**config.mk**
```make
export PLATFORM = sky130hd
export DESIGN_NAME = mul_ctrl_flat
export DESIGN_NICKNAME = d
export VERILOG_FILES = /design/src/rtl/mul_ctrl_pkg.sv /design/src/rtl/mul_ctrl_if.sv /design/src/rtl/mul_ctrl.sv /design/src/flat_wrapper.sv
export SDC_FILE = /design/constraint.sdc
export NUM_CORES = 1
export LEC_CHECK = 0
export ABC_CLOCK_PERIOD_IN_PS = 900
export BUFFER_PORTS_ARGS = -buffer_cell sky130_fd_sc_hd__buf_4
export CAP_MARGIN = 20
export CORE_AREA = 2 2 39 41
export CTS_CLUSTER_DIAMETER = 200
export DETAILED_ROUTE_END_ITERATION = 16
export DIE_AREA = 0 0 41 43
export GPL_TIMING_DRIVEN = 0
export HOLD_SLACK_MARGIN = 0.03
export SYNTH_ARGS = -nofsm -noshare
export SYNTH_HDL_FRONTEND = slang
export SYNTH_SLANG_ARGS = --single-unit
export TNS_END_PERCENT = 1
```
**constraint.sdc**
```tcl
create_clock -name clk -period 0.9 [get_ports clk]
set_input_delay 0 -clock clk [delete_from_list [all_inputs] [get_ports clk]]
set_output_delay 0 -clock clk [all_outputs]
set_load 0.005 [all_outputs]
```
**src/rtl/mul_ctrl_pkg.sv**
```systemverilog
// Shared types and constants for the shift-free add-loop multiplier controller.
// Holds the FSM state encoding and the operand/product widths.
package mul_ctrl_pkg;

    localparam int OPERAND_W = 8;
    localparam int PRODUCT_W = 2 * OPERAND_W;

    typedef enum logic [2:0] {
        IDLE = 3'd0,
        LDA  = 3'd1,
        LDB  = 3'd2,
        LOOP = 3'd3,
        DONE = 3'd4
    } state_t;

endpackage

```
**src/rtl/mul_ctrl_if.sv**
```systemverilog
// Control/status bundle between mul_ctrl (master) and its datapath (slave).
// The abort line exists only when MUL_CTRL_ABORT_EN is defined.
interface mul_ctrl_if;

    logic start;
    logic data_valid;
    logic zero;
    logic ldA;
    logic ldB;
    logic ldP;
    logic clrP;
    logic decB;
    logic add;
    logic busy;
    logic done;

`ifdef MUL_CTRL_ABORT_EN
    logic abort;

    modport master (
        input  start, data_valid, zero, abort,
        output ldA, ldB, ldP, clrP, decB, add, busy, done
    );

    modport slave (
        output start, data_valid, zero, abort,
        input  ldA, ldB, ldP, clrP, decB, add, busy, done
    );
`else
    modport master (
        input  start, data_valid, zero,
        output ldA, ldB, ldP, clrP, decB, add, busy, done
    );

    modport slave (
        output start, data_valid, zero,
        input  ldA, ldB, ldP, clrP, decB, add, busy, done
    );
`endif

endinterface

```
**src/rtl/mul_ctrl.sv**
```systemverilog
// Repeated-addition multiplier controller: loads A, loads B, adds A into P until B hits zero.
// Optional cancel input enabled by defining MUL_CTRL_ABORT_EN.
module mul_ctrl
    import mul_ctrl_pkg::*;
(
    input logic       clk,
    input logic       reset,
    mul_ctrl_if.master bus
);

    state_t state_q;
    state_t state_d;

    always_ff @(posedge clk or posedge reset) begin
        if (reset) begin
            state_q <= IDLE;
        end else begin
            state_q <= state_d;
        end
    end

    // Each load/loop strobe is tied to exactly one state, so ldB/decB and clrP/add never overlap.
    always_comb begin
        state_d  = state_q;
        bus.ldA  = 1'b0;
        bus.ldB  = 1'b0;
        bus.ldP  = 1'b0;
        bus.clrP = 1'b0;
        bus.decB = 1'b0;
        bus.add  = 1'b0;
        bus.done = 1'b0;
        bus.busy = (state_q != IDLE);

        case (state_q)
            IDLE: begin
                if (bus.start) begin
                    state_d = LDA;
                end
            end
            LDA: begin
                bus.ldA = bus.data_valid;
                if (bus.data_valid) begin
                    state_d = LDB;
                end
            end
            LDB: begin
                bus.ldB  = bus.data_valid;
                bus.clrP = bus.data_valid;
                if (bus.data_valid) begin
                    state_d = LOOP;
                end
            end
            LOOP: begin
                bus.add  = ~bus.zero;
                bus.decB = ~bus.zero;
                if (bus.zero) begin
                    state_d = DONE;
                end
            end
            DONE: begin
                bus.done = 1'b1;
                state_d  = IDLE;
            end
            default: begin
                state_d = IDLE;
            end
        endcase

`ifdef MUL_CTRL_ABORT_EN
        // Cancel wins over every other transition; busy stays high until IDLE is reached.
        if (bus.abort && (state_q != IDLE)) begin
            bus.ldA  = 1'b0;
            bus.ldB  = 1'b0;
            bus.clrP = 1'b0;
            bus.decB = 1'b0;
            bus.add  = 1'b0;
            bus.done = 1'b0;
            state_d  = IDLE;
        end
`endif
    end

endmodule

```
**src/flat_wrapper.sv**
```systemverilog
// flat-port wrapper written by rule: the top's interface ports become plain ports
module mul_ctrl_flat import mul_ctrl_pkg::*;
  (clk, reset, bus_start, bus_data_valid, bus_zero, bus_ldA, bus_ldB, bus_ldP, bus_clrP, bus_decB, bus_add, bus_busy, bus_done);
  mul_ctrl_if bus_i ();
  input logic clk;
  input logic reset;
  input wire logic [$bits(bus_i.start)-1:0] bus_start;
  input wire logic [$bits(bus_i.data_valid)-1:0] bus_data_valid;
  input wire logic [$bits(bus_i.zero)-1:0] bus_zero;
  output wire logic [$bits(bus_i.ldA)-1:0] bus_ldA;
  output wire logic [$bits(bus_i.ldB)-1:0] bus_ldB;
  output wire logic [$bits(bus_i.ldP)-1:0] bus_ldP;
  output wire logic [$bits(bus_i.clrP)-1:0] bus_clrP;
  output wire logic [$bits(bus_i.decB)-1:0] bus_decB;
  output wire logic [$bits(bus_i.add)-1:0] bus_add;
  output wire logic [$bits(bus_i.busy)-1:0] bus_busy;
  output wire logic [$bits(bus_i.done)-1:0] bus_done;
  assign bus_i.start = bus_start;
  assign bus_i.data_valid = bus_data_valid;
  assign bus_i.zero = bus_zero;
  assign bus_ldA = bus_i.ldA;
  assign bus_ldB = bus_i.ldB;
  assign bus_ldP = bus_i.ldP;
  assign bus_clrP = bus_i.clrP;
  assign bus_decB = bus_i.decB;
  assign bus_add = bus_i.add;
  assign bus_busy = bus_i.busy;
  assign bus_done = bus_i.done;
  mul_ctrl u_core (.clk(clk), .reset(reset), .bus(bus_i));
endmodule
```
; Yosys cells after proc, flatten, opt, wreduce, memory -nomap -nowiden
; Cells that the tools add are included.
; Widths: inputs -> output; s select.
[classes]
n_eq_ne = 8
muxes = 9
n_bitwise = 1
reduce_logical = 3
[op_table]
columns = op, count
row1 = $mux 3, 4
row2 = $pmux 3 s4, 1
row3 = $ne 2x2->1 const B, 4
row4 = $eq 3x2->1 const B, 2
row5 = $mux 1, 4
row6 = $reduce_and 4->1, 1
row7 = $eq 3x1->1 const B, 1
row8 = $eq 3x3->1 const B, 1
row9 = $logic_not 3->1, 1
row10 = $reduce_bool 3->1, 1
row11 = $not 1->1, 1
[word_totals]
ff_bits = 3
input_bits = 5
output_inout_bits = 8
elab_cells = 22

; Longest topological paths before layout
; Gate-level depths: netlist (run 1).
[depth]
word_depth = 3
depth_mapped = 4
ltp_nobuf = 2

; Worst setup path before layout (run 1)
; No wires, ideal clock.
[synth_path]
kind = reg2out
start = register u_core.state_q[2]
end = output port bus_decB
arrival_ps = 1009
t_required_ps = 900
path_slack_ps = -109
path_stages_with_launch = 4
n_path_buf = 1
cell_sequence = dfrtp_1 -> nand2b_1 -> nor3b_1 -> buf_4
[synth_between]
elab_chain_len = 2
[synth_lines]
columns = item, line
row1 = from (decl), mul_ctrl.sv:11  ; state_t state_q;
row2 = from (signal assigned), mul_ctrl.sv:18  ; state_q <= state_d;
row3 = $eq 3x2->1, --
row4 = $mux 1, --
row5 = to (decl), flat_wrapper.sv:14  ; output wire logic [$bits(bus_i.decB)-1:0] bus_decB;
; No other way between the ends.

; Worst setup path after layout (run 1)
[layout_path]
start = register u_core.state_q[2]
end = output port bus_decB
[layout_between]
elab_chain_len = 2
[layout_lines]
columns = item, line
row1 = $eq 3x2->1, mul_ctrl.sv:34  ; case (state_q)
row2 = $mux 1, mul_ctrl.sv:34
; No other way between the ends.

==> run metrics, run 1 <==
outcome finished with violations; failing checks setup timing; CTS max path bufs 2; Largest Register u_core.state_q; Final TNS setup -2.30 ns; # rows 14; top flop regs u_core.state_q: 3 flops; Max IR drop VDD 680 uV; Clock Skews 0.00160 ns; area grow syn2layout 105%; post-layout utilization of the core 35.0%; leakage power 0.238 nW; pwr dens 3020 nW/um^2; CTS root buf clkbuf_4; post-synthesis sequential area ratio 31.7%; Die Width 41 um; PnR Total Power 1.46 mW; Yosys warnings 0; HP Class in2reg; CP startpoint kind flop; max-slew violation count 0; final worst path period need 1.22 ns; max-cap violations 0; effective utilization at floorplan 17.1%; Die Area 1760 um^2; Residual DRC 0; Total GRT Usage 7.93%; RSZ-0062 raised after global routing true; Hold Vio Cnt, Final 0; DP Wirelength 355 um; max reg flops 3; largest net degree at the start of global routing 7; Mapped Area 236 um^2; Clock Sinks 3; CP endpoint kind output port; total CTS buffers 3; PortBufs 11; dpl ws -0.161 ns; Crit path arrival time 1.22 ns; diode count 0; Die H 43 um; initial antenna violation count 0; total number of vias 249; Final #Nets 53; clock-pin slew on the worst setup and hold paths 0.04 ns; TritonRoute pass-1 iters 2; GRT overflow 0; drt wl/cell 8.95 um; flops & latches, synth 3; global-route wire length before repair 890 um; Synth Instances 24; syn nets 29; commonest non-fill, non-tap cells in the layout buf_4 (18), buf_6 (4), clkbuf_4 (3); share of cells above drive strength 1 78.7%; gpl congestion 0.630; initial DRC count 1; synth unique cells 18; vias in the first global route 229; Crit Path Category reg2out; Final period util 135%; Vias/cell 3.95; Clock Latency Late Sink 0.23 ns; Core Region 1380 um^2; Routed Antenna Nets 0; final setup margin -0.319 ns; IO Count 13; Setup-failing EPs final 10; commonest non-fill, non-tap cell in the layout buf_4; FMAX 820 MHz; Crit path required time 0.90 ns; H-tree level count 1; Avg Cell Area, Syn 9.85 um^2; worst-path fanout max 5; final WL 564 um; CTS tree done
cells by family after synthesis:
group | count (synthesis) | synth area share [%]
flops | 3 | 31.7
mux | 2 | 10.6
other cells | 1 | 1.59
simple gates | 10 | 28.6
buf+inv | 5 | 15.9
compound gates | 3 | 11.6
cell usage after synthesis:
cell type,count,area (um^2)
a21bo_2,1,10.0
buf_4,3,22.5
inv_1,1,3.75
dfrtp_1,3,75.1
nand3b_1,1,7.51
mux2_4,1,15.0
or3_2,1,7.51
or2_2,1,6.26
o22ai_2,1,12.5
buf_6,1,11.3
and4b_1,1,10.0
mux2i_1,1,10.0
conb_1,1,3.75
nor2_1,1,3.75
a21oi_1,1,5.00
nor3b_1,3,22.5
nand2b_1,1,6.26
nand2_1,1,3.75
layout make-up:
type                            instances  area, um^2
Inverter                                1        3.75
Buffer                                  4        33.8
Multi-Input combinational cell         16         168
Fill cell                             153         900
Sequential cell                         3        76.3
Timing Repair Buffer                   19         156
Tap cell                               16        20.0
Clock buffer                            4        26.3
critical path, stage by stage (launching register included):
cell and delay, ns:
dfrtp_1 0.42, nand2b_4 0.18, nor3b_4 0.18, buf_4 0.13, buf_6 0.08
report_power, final:
part / switching (mW) / internal (mW)
sequential: 0.0538 / 0.194
clock: 0.0711 / 0.166
combinational: 0.337 / 0.642
metal layers:
layer | part of all wire [%] | up-vias | GRT usage, %
met5 | 0 | - | 0
met4 | 0 | 0 | 8.00
met3 | 4.6 | 0 | 1.57
met1 | 37 | 118 | 8.36
met2 | 58 | 6 | 11.9
li1 | - | 125 | -
worst paths after layout:
path                       cells past startpoint                 to         startpoint  slack [ns]
setup reg to reg                               4  u_core.state_q[0]  u_core.state_q[1]       -0.21
max in group asynchronous                      3  u_core.state_q[0]              reset        0.57
hold / removal                                 3  u_core.state_q[0]          bus_start        0.05
min in group asynchronous                      3  u_core.state_q[0]              reset        0.19
hold reg to reg                                2  u_core.state_q[1]  u_core.state_q[2]        0.62
setup / recovery                               4           bus_decB  u_core.state_q[2]       -0.32
through the flow:
step           hold slack, ns  instances  cell area (um^2)
2_1_floorplan          -0.246         24               244
3_3_place_gp           -0.122         51               347
3_5_place_dp           -0.122         51               347
4_1_cts                0.0396         61               448
5_1_grt                0.0666         63               484
6_report               0.0471         63               484
repair_timing:
action                                  CTS  global route
resized for setup                         7             5
pin swaps                                 2             3
hold buffers                              1             0
endpoints found under the hold margin     3             0
endpoints found under the setup margin    8            10
buffers inserted                          5             2
No activity file was read; power rests on OpenSTA's default activity.
==> run 2: changes to the inputs <==
--- a/config.mk
+++ b/config.mk
@@ -8,12 +8,13 @@
 export ABC_CLOCK_PERIOD_IN_PS = 900
 export BUFFER_PORTS_ARGS = -buffer_cell sky130_fd_sc_hd__buf_4
 export CAP_MARGIN = 20
-export CORE_AREA = 2 2 39 41
+export CORE_AREA = 3 3 40 42
 export CTS_CLUSTER_DIAMETER = 200
 export DETAILED_ROUTE_END_ITERATION = 16
-export DIE_AREA = 0 0 41 43
+export DIE_AREA = 0 0 43 45
 export GPL_TIMING_DRIVEN = 0
 export HOLD_SLACK_MARGIN = 0.03
+export SETUP_SLACK_MARGIN = 0.4
 export SYNTH_ARGS = -nofsm -noshare
 export SYNTH_HDL_FRONTEND = slang
 export SYNTH_SLANG_ARGS = --single-unit
==> run 2 against run 1 <==
  * Register-to-register slack about the same
  * Non-clock buffer count decreased by 3
  * Largest cell class unchanged
  * Power decreased by 6.3%
  * Critical endpoint is now bus_ldB
  * Flip-flop and latch count unchanged
  * Cell area decreased by 4.9%
  * Core utilization increased by 0.84 points
  * Sequential share of layout area increased by 1.1 points
  * Worst setup slack improved by 0.00098 ns
  * Critical path depth unchanged
  * Die area increased by 9.8%
  * Sequential power increased by 8%
  * Combinational power decreased by 11%
  * The run still ends with setup timing left
==> run metrics, run 2 (same netlist as run 1, synthesis figures left out) <==
IO Count 13; Hold Path Stages 3; top flop regs u_core.state_q: 3 flops; final WL 556 um; gpl congestion 0.645; worst-path fanout max 6; Setup-failing EPs final 9; Clock Sinks 3; area grow syn2layout 94.7%; PortBufs 11; Die Area 1940 um^2; total CTS buffers 3; max-slew violation count 0; diode count 0; Min Hold Slack 0.0541 ns; clock-pin slew on the worst setup and hold paths 0.04 ns; CTS root buf clkbuf_4; leakage power 0.222 nW; dpl ws -0.145 ns; worst hold start bus_start; final setup margin -0.318 ns; Crit Path Category reg2out; outcome finished with violations; placed cell count 50; effective utilization at floorplan 18.4%; TritonRoute pass-1 iters 2; Vias/cell 3.95; Hold Vio Cnt, Final 0; Die H 45 um; share of cells above drive strength 1 77.3%; Routed Antenna Nets 0; DP Wirelength 357 um; r2r setup slk -0.20 ns; commonest non-fill, non-tap cell in the layout buf_4; CP startpoint kind flop; CTS tree done; Max IR drop VDD 867 uV; Final #Nets 50; Finished Layout Cells 59; H-tree level count 1; pwr dens 2980 nW/um^2; global-route wire length before repair 938 um; max reg flops 3; # rows 13; largest net degree at the start of global routing 7; Reg-to-Reg End u_core.state_q[0]; drt wl/cell 9.42 um; Reg2Reg Depth 4; Die Width 43 um; Final TNS setup -2.13 ns; initial DRC count 1; Clock Latency Late Sink 0.23 ns; vias in the first global route 226; Largest Register u_core.state_q; final worst path period need 1.22 ns; r2r startpoint u_core.state_q[1]; commonest non-fill, non-tap cells in the layout buf_4 (14), buf_6 (5), clkbuf_4 (3); Core Region 1280 um^2; RSZ-0062 raised after global routing true; Final period util 135%; failing checks setup timing; initial antenna violation count 0; Residual DRC 0; FMAX 821 MHz; CP endpoint kind output port; Filler cells 134; Clock Skews 0.00184 ns; HP Class in2reg; WHS Endpoint u_core.state_q[0]; CTS max path bufs 2; Crit path arrival time 1.22 ns; Total GRT Usage 7.26%; max-cap violations 0; total number of vias 233; Crit path required time 0.90 ns; GRT overflow 0
-- run 2: changes by cell type in the layout (fill, tap and decap cells not counted), sizes merged --
| cell | previous run | this run |
|---|---|---|
| buf | 22 | 19 |
-- run 2: metrics by stage --
step | util [%] | power (mW) | area [um^2]
floorplan | - | 0.627 | 244
global placement | 26.9 | 0.823 | 345
detailed placement | 26.9 | 0.822 | 345
CTS | 34.7 | 1.33 | 445
global route | 35.8 | 1.48 | 460
finish | 35.8 | 1.37 | 460
-- run 2: what timing repair did --
action / 4_1_cts / 5_1_grt
hold buffers: 1 / 0
buffers inserted: 4 / 0
gates resized for setup: 9 / 4
hold endpoints to repair: 3 / 0
pin swaps: 1 / 0
setup endpoints to repair: 10 / 10
-- run 2: where the power goes --
| part | internal (mW) | total, mW | switching (mW) |
|---|---|---|---|
| combinational | 0.571 | 0.873 | 0.302 |
| clock | 0.166 | 0.233 | 0.0672 |
| sequential | 0.196 | 0.266 | 0.0702 |
| total | 0.932 | 1.37 | 0.439 |
-- run 2: metal layers --
layer | vias up | share of wire, % | global-route usage, %
li1 | 118 | - | -
met5 | - | 0 | 0
met3 | 0 | 6.5 | 3.19
met4 | 0 | 0 | 9.04
met2 | 7 | 54 | 10.5
met1 | 108 | 40 | 7.04
-- run 2: worst max-delay path: stages (launching register included) --
cell and delay (ns):
dfrtp_2 0.45, or2_4 0.26, nor2_4 0.08, buf_4 0.10
buf_4 0.09
-- run 2: worst max path at each step --
stage | start | to | slack [ns] | cells after the start
after floorplan | u_core.state_q[1] | u_core.state_q[0] | -0.07 | 3
after global placement | u_core.state_q[0] | bus_ldB | -0.15 | 4
after detailed placement | u_core.state_q[0] | bus_ldB | -0.15 | 4
after CTS | u_core.state_q[0] | bus_ldB | -0.33 | 4
after global routing | u_core.state_q[2] | bus_decB | -0.39 | 4
final | u_core.state_q[0] | bus_ldB | -0.32 | 4
-- run 2: cell type report --
type                    instances  area (um^2)  area share, %
multi-input cells              16          163           35.3
repair buffers                 16          138           29.9
well taps                      15         18.8           4.08
plain buffers                   4         33.8           7.34
inverters                       1         3.75          0.815
clock buffers                   4         26.3           5.71
flip-flops and latches          3         77.6           16.8
==> run 3: changes to the inputs <==
--- a/config.mk
+++ b/config.mk
@@ -5,6 +5,7 @@
 export SDC_FILE = /design/constraint.sdc
 export NUM_CORES = 1
 export LEC_CHECK = 0
+export ABC_AREA = 1
 export ABC_CLOCK_PERIOD_IN_PS = 900
 export BUFFER_PORTS_ARGS = -buffer_cell sky130_fd_sc_hd__buf_4
 export CAP_MARGIN = 20
==> run 3 against run 2 <==
  * Synthesized cell count is 63% higher
  * Clock power is 5% higher
  * Critical endpoint is now bus_decB
  * Register-to-register slack better by 0.02 ns
  * The flow still finishes with violations (setup timing)
  * Flip-flop and latch count stayed put
  * Power is 10% lower
  * Area after synthesis is 3.2% higher
  * Clock skew hardly changed
  * Combinational power is 15% lower
  * Sequential power is 6% lower
  * Worst hold slack worse by 0.049 ns
==> run metrics, run 3 <==
Slowest-stage cell, CP dfrtp_1; total number of vias 290; met3 GRT Util 3.98%; final WL 611 um; multiplexer share of the synthesized area 0%; top flop regs u_core.state_q: 3 flops; Synth Area in Compound Gates 2.05%; outcome finished with violations; synth unique cells 12; final worst path period need 1.17 ns; Die Width 43 um; most frequent CP cell buf_6; peak-usage layer in the global routing report met2; XOR/XNOR share of the synthesized area 0%; PnR Total Power 1.23 mW; total CTS buffers 3; largest net degree at the start of global routing 5; drt wl/cell 8.15 um; Crit Path Category reg2out; Routed Antenna Nets 0; worst-path fanout max 4; Clock Latency Late Sink 0.24 ns; Yosys warnings 0; Max IR drop VDD 847 uV; diode count 0; Synth Instances 39; r2r startpoint u_core.state_q[0]; WHS Endpoint u_core.state_q[1]; DP Wirelength 422 um; vias in the first global route 271; PortBufs 11; Die Area 1940 um^2; Residual DRC 0; CP cell instances nand2_1 -> nor2_2 -> nand2_2 -> inv_2 -> buf_6 -> buf_6; critical path's top delay family flip-flops; CP startpoint kind flop; # rows 13; TritonRoute pass-1 iters 1; commonest cells in the netlist inv_1 (9), nand2_1 (7), nand2_2 (4), nand3_1 (4); commonest non-fill, non-tap cells in the layout buf_4 (16), inv_1 (8), nand2_1 (6); Core Region 1280 um^2; CTS root buf clkbuf_4; Synth top area share 30.8%; IO Count 13; Final period util 130%; gpl congestion 0.722; max-cap violations 0; RSZ-0062 raised after global routing true; leakage power 0.257 nW; Synth area leaders dfrtp_1 (31%), inv_1 (14%), nand2_1 (11%); effective utilization at floorplan 19.0%; Post-synth ARST share 100%; initial antenna violation count 0; Final TNS setup -2.07 ns; Crit path arrival time 1.17 ns; cell with the most instances after synthesis inv_1; initial DRC count 0; CTS max path bufs 2; Vias/cell 3.87; simple-gate portion of the synthesized area 41.0%; met2 Usage GRT 11.1%; max reg flops 3; Hold Path Stages 3; Avg Cell Area, Syn 6.26 um^2; Top FF cell, synth dfrtp_1; Clock Sinks 3; final setup margin -0.269 ns; Setup-failing EPs final 10; Mapped Area 244 um^2; worst hold start bus_data_valid; Total GRT Usage 7.68%; main combinational cell family by area after synthesis simple AND/OR/NAND/NOR gates; FMAX 855 MHz; global-route wire length before repair 1.04 mm; largest area contributor in the netlist dfrtp_1; CP max stage delay 0.39 ns; Reg2Reg Depth 7; CTS tree done; Post-synth EDFFs 0; Die H 45 um; share of cells above drive strength 1 55.0%; CP endpoint kind output port; met1 Use GR 8.01%; CP bufs+invs 3; commonest non-fill, non-tap cell in the layout buf_4; max-slew violation count 0; syn nets 44; Hold Vio Cnt, Final 0; Crit path required time 0.90 ns; clock-pin slew on the worst setup and hold paths 0.04 ns; Reg-to-Reg End u_core.state_q[0]; failing checks setup timing; area grow syn2layout 82.6%; Largest Register u_core.state_q; HP Class in2reg; Clock Skews 0.00191 ns; r2r setup slk -0.18 ns; GRT overflow 0; post-synthesis sequential area ratio 30.8%; pwr dens 2770 nW/um^2; Final #Nets 66; adder-cell area share of the yosys netlist 0%; flops & latches, synth 3; H-tree level count 1
## run 3: changes by cell type after synthesis, sizes merged, moves of 3 or more
cell | before | now
nor3b | 3 | 0
nand3 | 0 | 4
nor2 | 1 | 5
nand2 | 1 | 11
inv | 1 | 10
## run 3: layout make-up
type	count	area [um^2]
plain buffers	3	26.3
clock buffers	4	26.3
fillers	148	840
inverters	10	37.5
multi-input cells	23	124
flip-flops and latches	3	75.1
well taps	15	18.8
repair buffers	17	138
## run 3: worst max-delay path by stage
stage,from,endpoint,slack (ns),cells after the start
3_3_place_gp,u_core.state_q[0],u_core.state_q[0],-0.19,6
2_1_floorplan,u_core.state_q[2],u_core.state_q[0],-0.11,6
6_report,u_core.state_q[0],bus_decB,-0.27,6
5_1_grt,u_core.state_q[0],bus_decB,-0.35,6
3_5_place_dp,u_core.state_q[0],u_core.state_q[0],-0.21,6
4_1_cts,u_core.state_q[0],bus_decB,-0.29,6
## run 3: metal layers
layer | wire length (um) | up-vias | part of all wire, %
met5 | 0 | - | 0
li1 | - | 150 | -
met1 | 232 | 129 | 38
met2 | 315 | 9 | 52
met4 | 8 | 0 | 1.3
met3 | 55 | 2 | 9.0
## run 3: logic make-up (layout without fill, tap and decap cells)
| group | Yosys count | in the layout |
|---|---|---|
| simple gates | 21 | 21 |
| flops | 3 | 3 |
| compound gates | 1 | 1 |
| other cells | 1 | 1 |
| buf+inv | 13 | 34 |
## run 3: timing repair
action	in CTS	in global routing
hold buffers	1	0
buffers inserted	3	2
endpoints found under the setup margin	10	10
pin swaps	2	4
endpoints found under the hold margin	4	0
gates resized for setup	4	4
## run 3: tightest hold or removal path, cell delays in order
cell     delay (ns)
buf_4          0.09
nand3_1        0.06
nand2_1        0.05
## run 3: per-stage QoR
stage | hold slack, ns | std cells | utilization (%) | area [um^2] | setup WS (ns)
2_1_floorplan | -0.246 | 39 | - | 244 | -0.110
3_3_place_gp | -0.122 | 65 | 26.9 | 345 | -0.190
3_5_place_dp | -0.122 | 65 | 26.9 | 345 | -0.206
4_1_cts | 0.00196 | 73 | 32.5 | 418 | -0.292
5_1_grt | 0.0313 | 75 | 34.7 | 445 | -0.352
6_report | 0.00537 | 75 | 34.7 | 445 | -0.269
## run 3: where the power goes
part | internal, mW | switching, mW
clock network | 0.167 | 0.0779
logic | 0.387 | 0.351
registers | 0.191 | 0.0607
